$ cat config.mk
export PLATFORM = sky130hd
export DESIGN_NAME = adder_tree_sequencer
export DESIGN_NICKNAME = d
export VERILOG_FILES = /design/src/rtl/adder_tree_sequencer.sv
export SDC_FILE = /design/constraint.sdc
export NUM_CORES = 1
export LEC_CHECK = 0
export CELL_PAD_IN_SITES_DETAIL_PLACEMENT = 0
export CELL_PAD_IN_SITES_GLOBAL_PLACEMENT = 1
export CORE_UTILIZATION = 29
export CTS_CLUSTER_DIAMETER = 150
export CTS_CLUSTER_SIZE = 10
export DETAILED_ROUTE_END_ITERATION = 7
export PLACE_DENSITY = 0.79
export SYNTH_ARGS = -nofsm -noshare
export SYNTH_HDL_FRONTEND = slang
export SYNTH_SLANG_ARGS = --single-unit
$ cat constraint.sdc
create_clock -name clk_in -period 1.8 [get_ports clk_in]
set_input_delay 0.18 -clock clk_in [delete_from_list [all_inputs] [get_ports clk_in]]
set_output_delay 0.18 -clock clk_in [all_outputs]
set_load 0.01 [all_outputs]
$ cat src/rtl/adder_tree_sequencer.sv
// ---------------------------------------------------------------------------
// adder_tree_sequencer
//   Feeds a long int8 vector into a free-running pipelined adder tree. The
//   vector arrives as cfg_chunks beats of ELEMENTS lanes. The block
//   accumulates the tree results into one wrapped 8-bit sum and offers that
//   sum on a ready/valid output.
//
// Ports
//   clk_in, rst_n_in      clock, asynchronous active-low reset
//   start, cfg_chunks     job request (sampled in IDLE only) and beat count
//   busy                  high whenever the sequencer is not IDLE
//   in_valid/in_ready     beat handshake; in_ready is high only in FEED
//   in_data               beat lanes, packed [ELEMENTS-1:0][7:0]
//   tree_in               registered drive into the adder tree (0 on bubbles)
//   tree_out              signed tree result, TREE_LATENCY edges after tree_in
//   out_valid/out_ready   sum handshake; out_valid is high only in DONE
//   out_sum               signed running sum, modulo 256
// ---------------------------------------------------------------------------
module adder_tree_sequencer #(
    parameter  int unsigned ELEMENTS     = 12,
    parameter  int unsigned TREE_LATENCY = 4,
    parameter  int unsigned MAX_CHUNKS   = 16,
    localparam int unsigned CW           = $clog2(MAX_CHUNKS + 1),
    localparam int unsigned DW           = ELEMENTS * 8
) (
    input  logic          clk_in,
    input  logic          rst_n_in,
    input  logic          start,
    input  logic [CW-1:0] cfg_chunks,
    output logic          busy,
    input  logic          in_valid,
    output logic          in_ready,
    input  logic [DW-1:0] in_data,
    output logic [DW-1:0] tree_in,
    input  logic [7:0]    tree_out,
    output logic          out_valid,
    input  logic          out_ready,
    output logic [7:0]    out_sum
);

    typedef enum logic [1:0] {
        S_IDLE  = 2'd0,
        S_FEED  = 2'd1,
        S_DRAIN = 2'd2,
        S_DONE  = 2'd3
    } state_e;

    state_e                  state_q, state_d;
    logic [CW-1:0]           chunks_q, chunks_d;
    logic [CW-1:0]           accepted_q, accepted_d;
    logic [CW-1:0]           retired_q, retired_d;
    logic [TREE_LATENCY-1:0] vsr_q, vsr_d;
    logic [7:0]              acc_q, acc_d;
    logic [DW-1:0]           tree_in_q, tree_in_d;
    logic                    busy_q, busy_d;
    logic                    in_ready_q, in_ready_d;
    logic                    out_valid_q, out_valid_d;
    logic [7:0]              out_sum_q, out_sum_d;

    logic                    accept_c;
    logic                    retire_c;

    // A beat is taken whenever the registered ready meets a valid beat.
    assign accept_c = in_valid && in_ready_q;

    // The oldest vsr bit marks the beat whose tree result is on tree_out now.
    assign retire_c = vsr_q[TREE_LATENCY-1] &&
                      ((state_q == S_FEED) || (state_q == S_DRAIN));

    // Next-state, datapath and registered-output logic.
    always_comb begin
        state_d     = state_q;
        chunks_d    = chunks_q;
        accepted_d  = accepted_q;
        retired_d   = retired_q;
        acc_d       = acc_q;
        tree_in_d   = '0;
        vsr_d       = TREE_LATENCY'({vsr_q, accept_c});
        busy_d      = 1'b0;
        in_ready_d  = 1'b0;
        out_valid_d = 1'b0;
        out_sum_d   = 8'd0;

        // Bubbles drive zero so the tree keeps running without stalling.
        if (accept_c) begin
            tree_in_d  = in_data;
            accepted_d = accepted_q + CW'(1);
        end

        if (retire_c) begin
            retired_d = retired_q + CW'(1);
            acc_d     = acc_q + tree_out;
        end

        unique case (state_q)
            S_IDLE: begin
                if (start) begin
                    chunks_d   = cfg_chunks;
                    accepted_d = '0;
                    retired_d  = '0;
                    acc_d      = 8'd0;
                    state_d    = (cfg_chunks == '0) ? S_DONE : S_FEED;
                end
            end
            S_FEED: begin
                if (accept_c && ((accepted_q + CW'(1)) == chunks_q)) begin
                    state_d = S_DRAIN;
                end
            end
            S_DRAIN: begin
                // The last retire has already been counted on the prior edge.
                if (retired_q == chunks_q) begin
                    state_d = S_DONE;
                end
            end
            S_DONE: begin
                if (out_valid_q && out_ready) begin
                    state_d = S_IDLE;
                end
            end
            default: state_d = S_IDLE;
        endcase

        busy_d      = (state_d != S_IDLE);
        in_ready_d  = (state_d == S_FEED);
        out_valid_d = (state_d == S_DONE);
        out_sum_d   = acc_d;
    end

    // State and output registers.
    always_ff @(posedge clk_in or negedge rst_n_in) begin
        if (!rst_n_in) begin
            state_q     <= S_IDLE;
            chunks_q    <= '0;
            accepted_q  <= '0;
            retired_q   <= '0;
            vsr_q       <= '0;
            acc_q       <= 8'd0;
            tree_in_q   <= '0;
            busy_q      <= 1'b0;
            in_ready_q  <= 1'b0;
            out_valid_q <= 1'b0;
            out_sum_q   <= 8'd0;
        end else begin
            state_q     <= state_d;
            chunks_q    <= chunks_d;
            accepted_q  <= accepted_d;
            retired_q   <= retired_d;
            vsr_q       <= vsr_d;
            acc_q       <= acc_d;
            tree_in_q   <= tree_in_d;
            busy_q      <= busy_d;
            in_ready_q  <= in_ready_d;
            out_valid_q <= out_valid_d;
            out_sum_q   <= out_sum_d;
        end
    end

    assign busy      = busy_q;
    assign in_ready  = in_ready_q;
    assign tree_in   = tree_in_q;
    assign out_valid = out_valid_q;
    assign out_sum   = out_sum_q;

endmodule

==> run summary <==
Synth warn -> 0
Peak VDD IR -> 0.667 mV
Placed cell count -> 843
First-pass GRT wire length -> 22400 µm
Area Growth Syn to Fin -> 64.9%
WP data arrival -> 2000 ps
Non-Filler Instances -> 879
Clock buffer count from CTS -> 17
DRT iter0 DRCs -> 116
Vias in the first global route -> 4333
Syn Inst Count -> 410
# nets final -> 775
# rows -> 47
Critical Path RT -> 2090 ps
All-Layer GR Usage -> 0.166
P_sw -> 3010 µW
Remaining DRCs -> 0
Syn Std Cell Area -> 4970 µm²
Syn_nets -> 539
TritonRoute pass-1 iters -> 4
Max incr delay on CP -> 380 ps
Synth top area share -> 0.645
CP Launch Type -> register
Share of cells above drive strength 1 -> 0.117
Setup TNS -> 0 ps
Final instance area -> 8200 µm²
Top-count cell post-synth -> dfrtp_1
Critical Path Sink Type -> register
RSZ-0062 raised after global routing -> yes
Pin count of the biggest net entering global routing -> 97
PwrDens -> 1250 nW/µm²
Final wirelength -> 13800 µm
Post-synth top area cell -> dfrtp_1
Sw frac -> 0.293
Leak -> 0.00398 µW
Core footprint -> 16600 µm²
Fmax -> 583 MHz
Worst path bufs/invs -> 0
Final Hold Viols -> 0
Post-route ant nets -> 0
CTS clk-pin slew, worst paths -> 50 ps
Top cells by count, synth -> dfrtp_1 (128), and3_1 (97), nand2_1 (35), clkbuf_1 (26), nor2_1 (16)
Number of synthesized flops with an enable pin -> 0
Die height -> 133 µm
Area of the multi-input gates -> 1680 µm²
Final period util -> 0.953
I/O pins -> 221
Hold crit path type -> in2async
Outcome -> finished clean
Crit-path max FO -> 2
Num Clock Sinks -> 128
Rel. slew slack -> 0.515
Final period demand of the worst path -> 1720 ps
Distinct cells, synth -> 42
Die Wd -> 133 µm
Vias/cell -> 4.57
Filler instances -> 1443
Drt wl/cell -> 15.7 µm
Worst Skew -> 8.45 ps
Post-synthesis sequential area ratio -> 0.645
Seq pwr share -> 0.353
#FFs+latches synth -> 128
Clock Path Buffers -> 2
H-tree depth -> 4
Worst-margin pin slew -> 727 ps
Family with the most delay on the worst path -> adder cells
Pint -> 7250 µW
Register area -> 3210 µm²
Endpoints failing setup -> 0
CTS Root Cell -> clkbuf_16
Area post-placement -> 7500 µm²
Flop2flop setup slack -> 80 ps
Min Hold Slack -> 258 ps
I/O Buffers -> 220
Comb power frac -> 0.301
Critical R2R Capture -> out_sum[6]
Synth area leaders -> dfrtp_1 (64%), and3_1 (12%), ha_1 (3.5%), nand2_1 (2.6%), xnor2_1 (2.1%)
Slowest cell on crit path -> dfrtp_1
Cells on worst reg2reg path -> 7
Crit-path cells -> ha_2, fa_2, a21o_1, a21oi_2, o21ai_1, mux2i_1, nand3_1
Clock Power Share -> 0.346
Via Count -> 4018
Ys async rst share -> 1.00
Antenna cells -> 0
Syn Area/Cell -> 12.1 µm²
Worst-Skew Late Latency -> 410 ps
Die ar. -> 17700 µm²
Worst r2r src -> out_sum[0]
Initial antenna violation count -> 0
Primary FF master, synth -> dfrtp_1
Initial Util -> 0.299
Critical path class -> reg2reg
Maxcap violations -> 0
Final GP Congestion -> 0.799
DP Wirelength -> 10000 µm
GRT overflow -> 0
Slew Viols, Final -> 0
CTS tree -> yes
==> placed cells by master, fill, tap and decap left out, types with 3 or more instances in the layout <==
cell,instances
clkdlybuf4s50_1,218
buf_4,24
nand3b_1,4
a21oi_1,11
clkinvlp_4,3
inv_1,4
nand3_1,5
clkbuf_8,4
xor2_1,6
ha_1,12
xnor2_1,12
nand2_1,33
and3_1,97
nand4_1,3
clkinv_2,4
clkbuf_16,17
dfrtp_2,3
bufinv_16,3
nor2_1,16
o21ai_0,8
dfrtp_1,125
a211oi_1,3
==> registers in the layout, summed over array words and instances, names as in the netlist <==
signal,count
accepted_q,5
busy,1
chunks_q,5
in_ready,1
out_sum,8
out_valid,1
retired_q,5
state_q,2
tree_in,96
vsr_q,4
==> per-layer routing <==
layer	global-route usage	part of all wire	vias to the layer above
met2	0.280	0.50	171
met5	0	0	-
met4	0.0639	0.019	0
met3	0.0808	0.098	22
li1	-	-	1895
met1	0.177	0.38	1930
==> cells by family after synthesis <==
family | count (synthesis) | synth area share
mux | 1 | 0.00201
xor+xnor | 19 | 0.0350
flops | 128 | 0.645
buf+inv | 33 | 0.0267
compound gates | 42 | 0.0597
fa+ha+maj | 15 | 0.0393
simple gates | 172 | 0.193
==> metrics by stage <==
step                      worst slack [ps]  power [µW]  utilization
final                                 84.2       10300        0.492
after global routing                 -24.1       10900        0.492
after CTS                             5.15       10300        0.489
after detailed placement              -277        6650        0.451
after global placement                -213        6560        0.451
after floorplan                       25.0        5180            -
==> power by group through the flow <==
stage               registers, µW  clock network (µW)  logic (µW)
floorplan                    3790                   0        1390
global placement             3660                   0        2900
detailed placement           3680                   0        2970
CTS                          3630                3620        3000
global route                 3680                3780        3420
finish                       3620                3550        3090
==> worst max-delay path by stage <==
stage | from | to | slack, ps | depth (start not counted)
after CTS | out_sum[0] | out_sum[6] | 5 | 7
final | out_sum[0] | out_sum[6] | 80 | 7
after global placement | tree_out[0] | out_sum[6] | -210 | 8
after floorplan | out_sum[0] | out_sum[6] | 20 | 7
after global routing | out_sum[0] | out_sum[6] | -20 | 7
after detailed placement | tree_out[0] | out_sum[6] | -280 | 8
==> cell type report <==
class                      instances  share of cell area
clock buffer                      22              0.0591
clock inverter                    10              0.0162
inverter                           5             0.00229
multi-input combinational        249               0.205
sequential                       128               0.391
tap                              220              0.0336
timing repair buffer             245               0.293
==> repair_timing <==
| action | CTS | global route |
|---|---|---|
| resized for setup | 2 | 11 |
| endpoints found under the hold margin | 26 | 0 |
| endpoints found under the setup margin | 3 | 11 |
| pin swaps | 1 | 8 |
| buffers inserted | 0 | 3 |
| hold buffers | 1 | 0 |
Note: power is estimated with default switching activity, not from simulation.
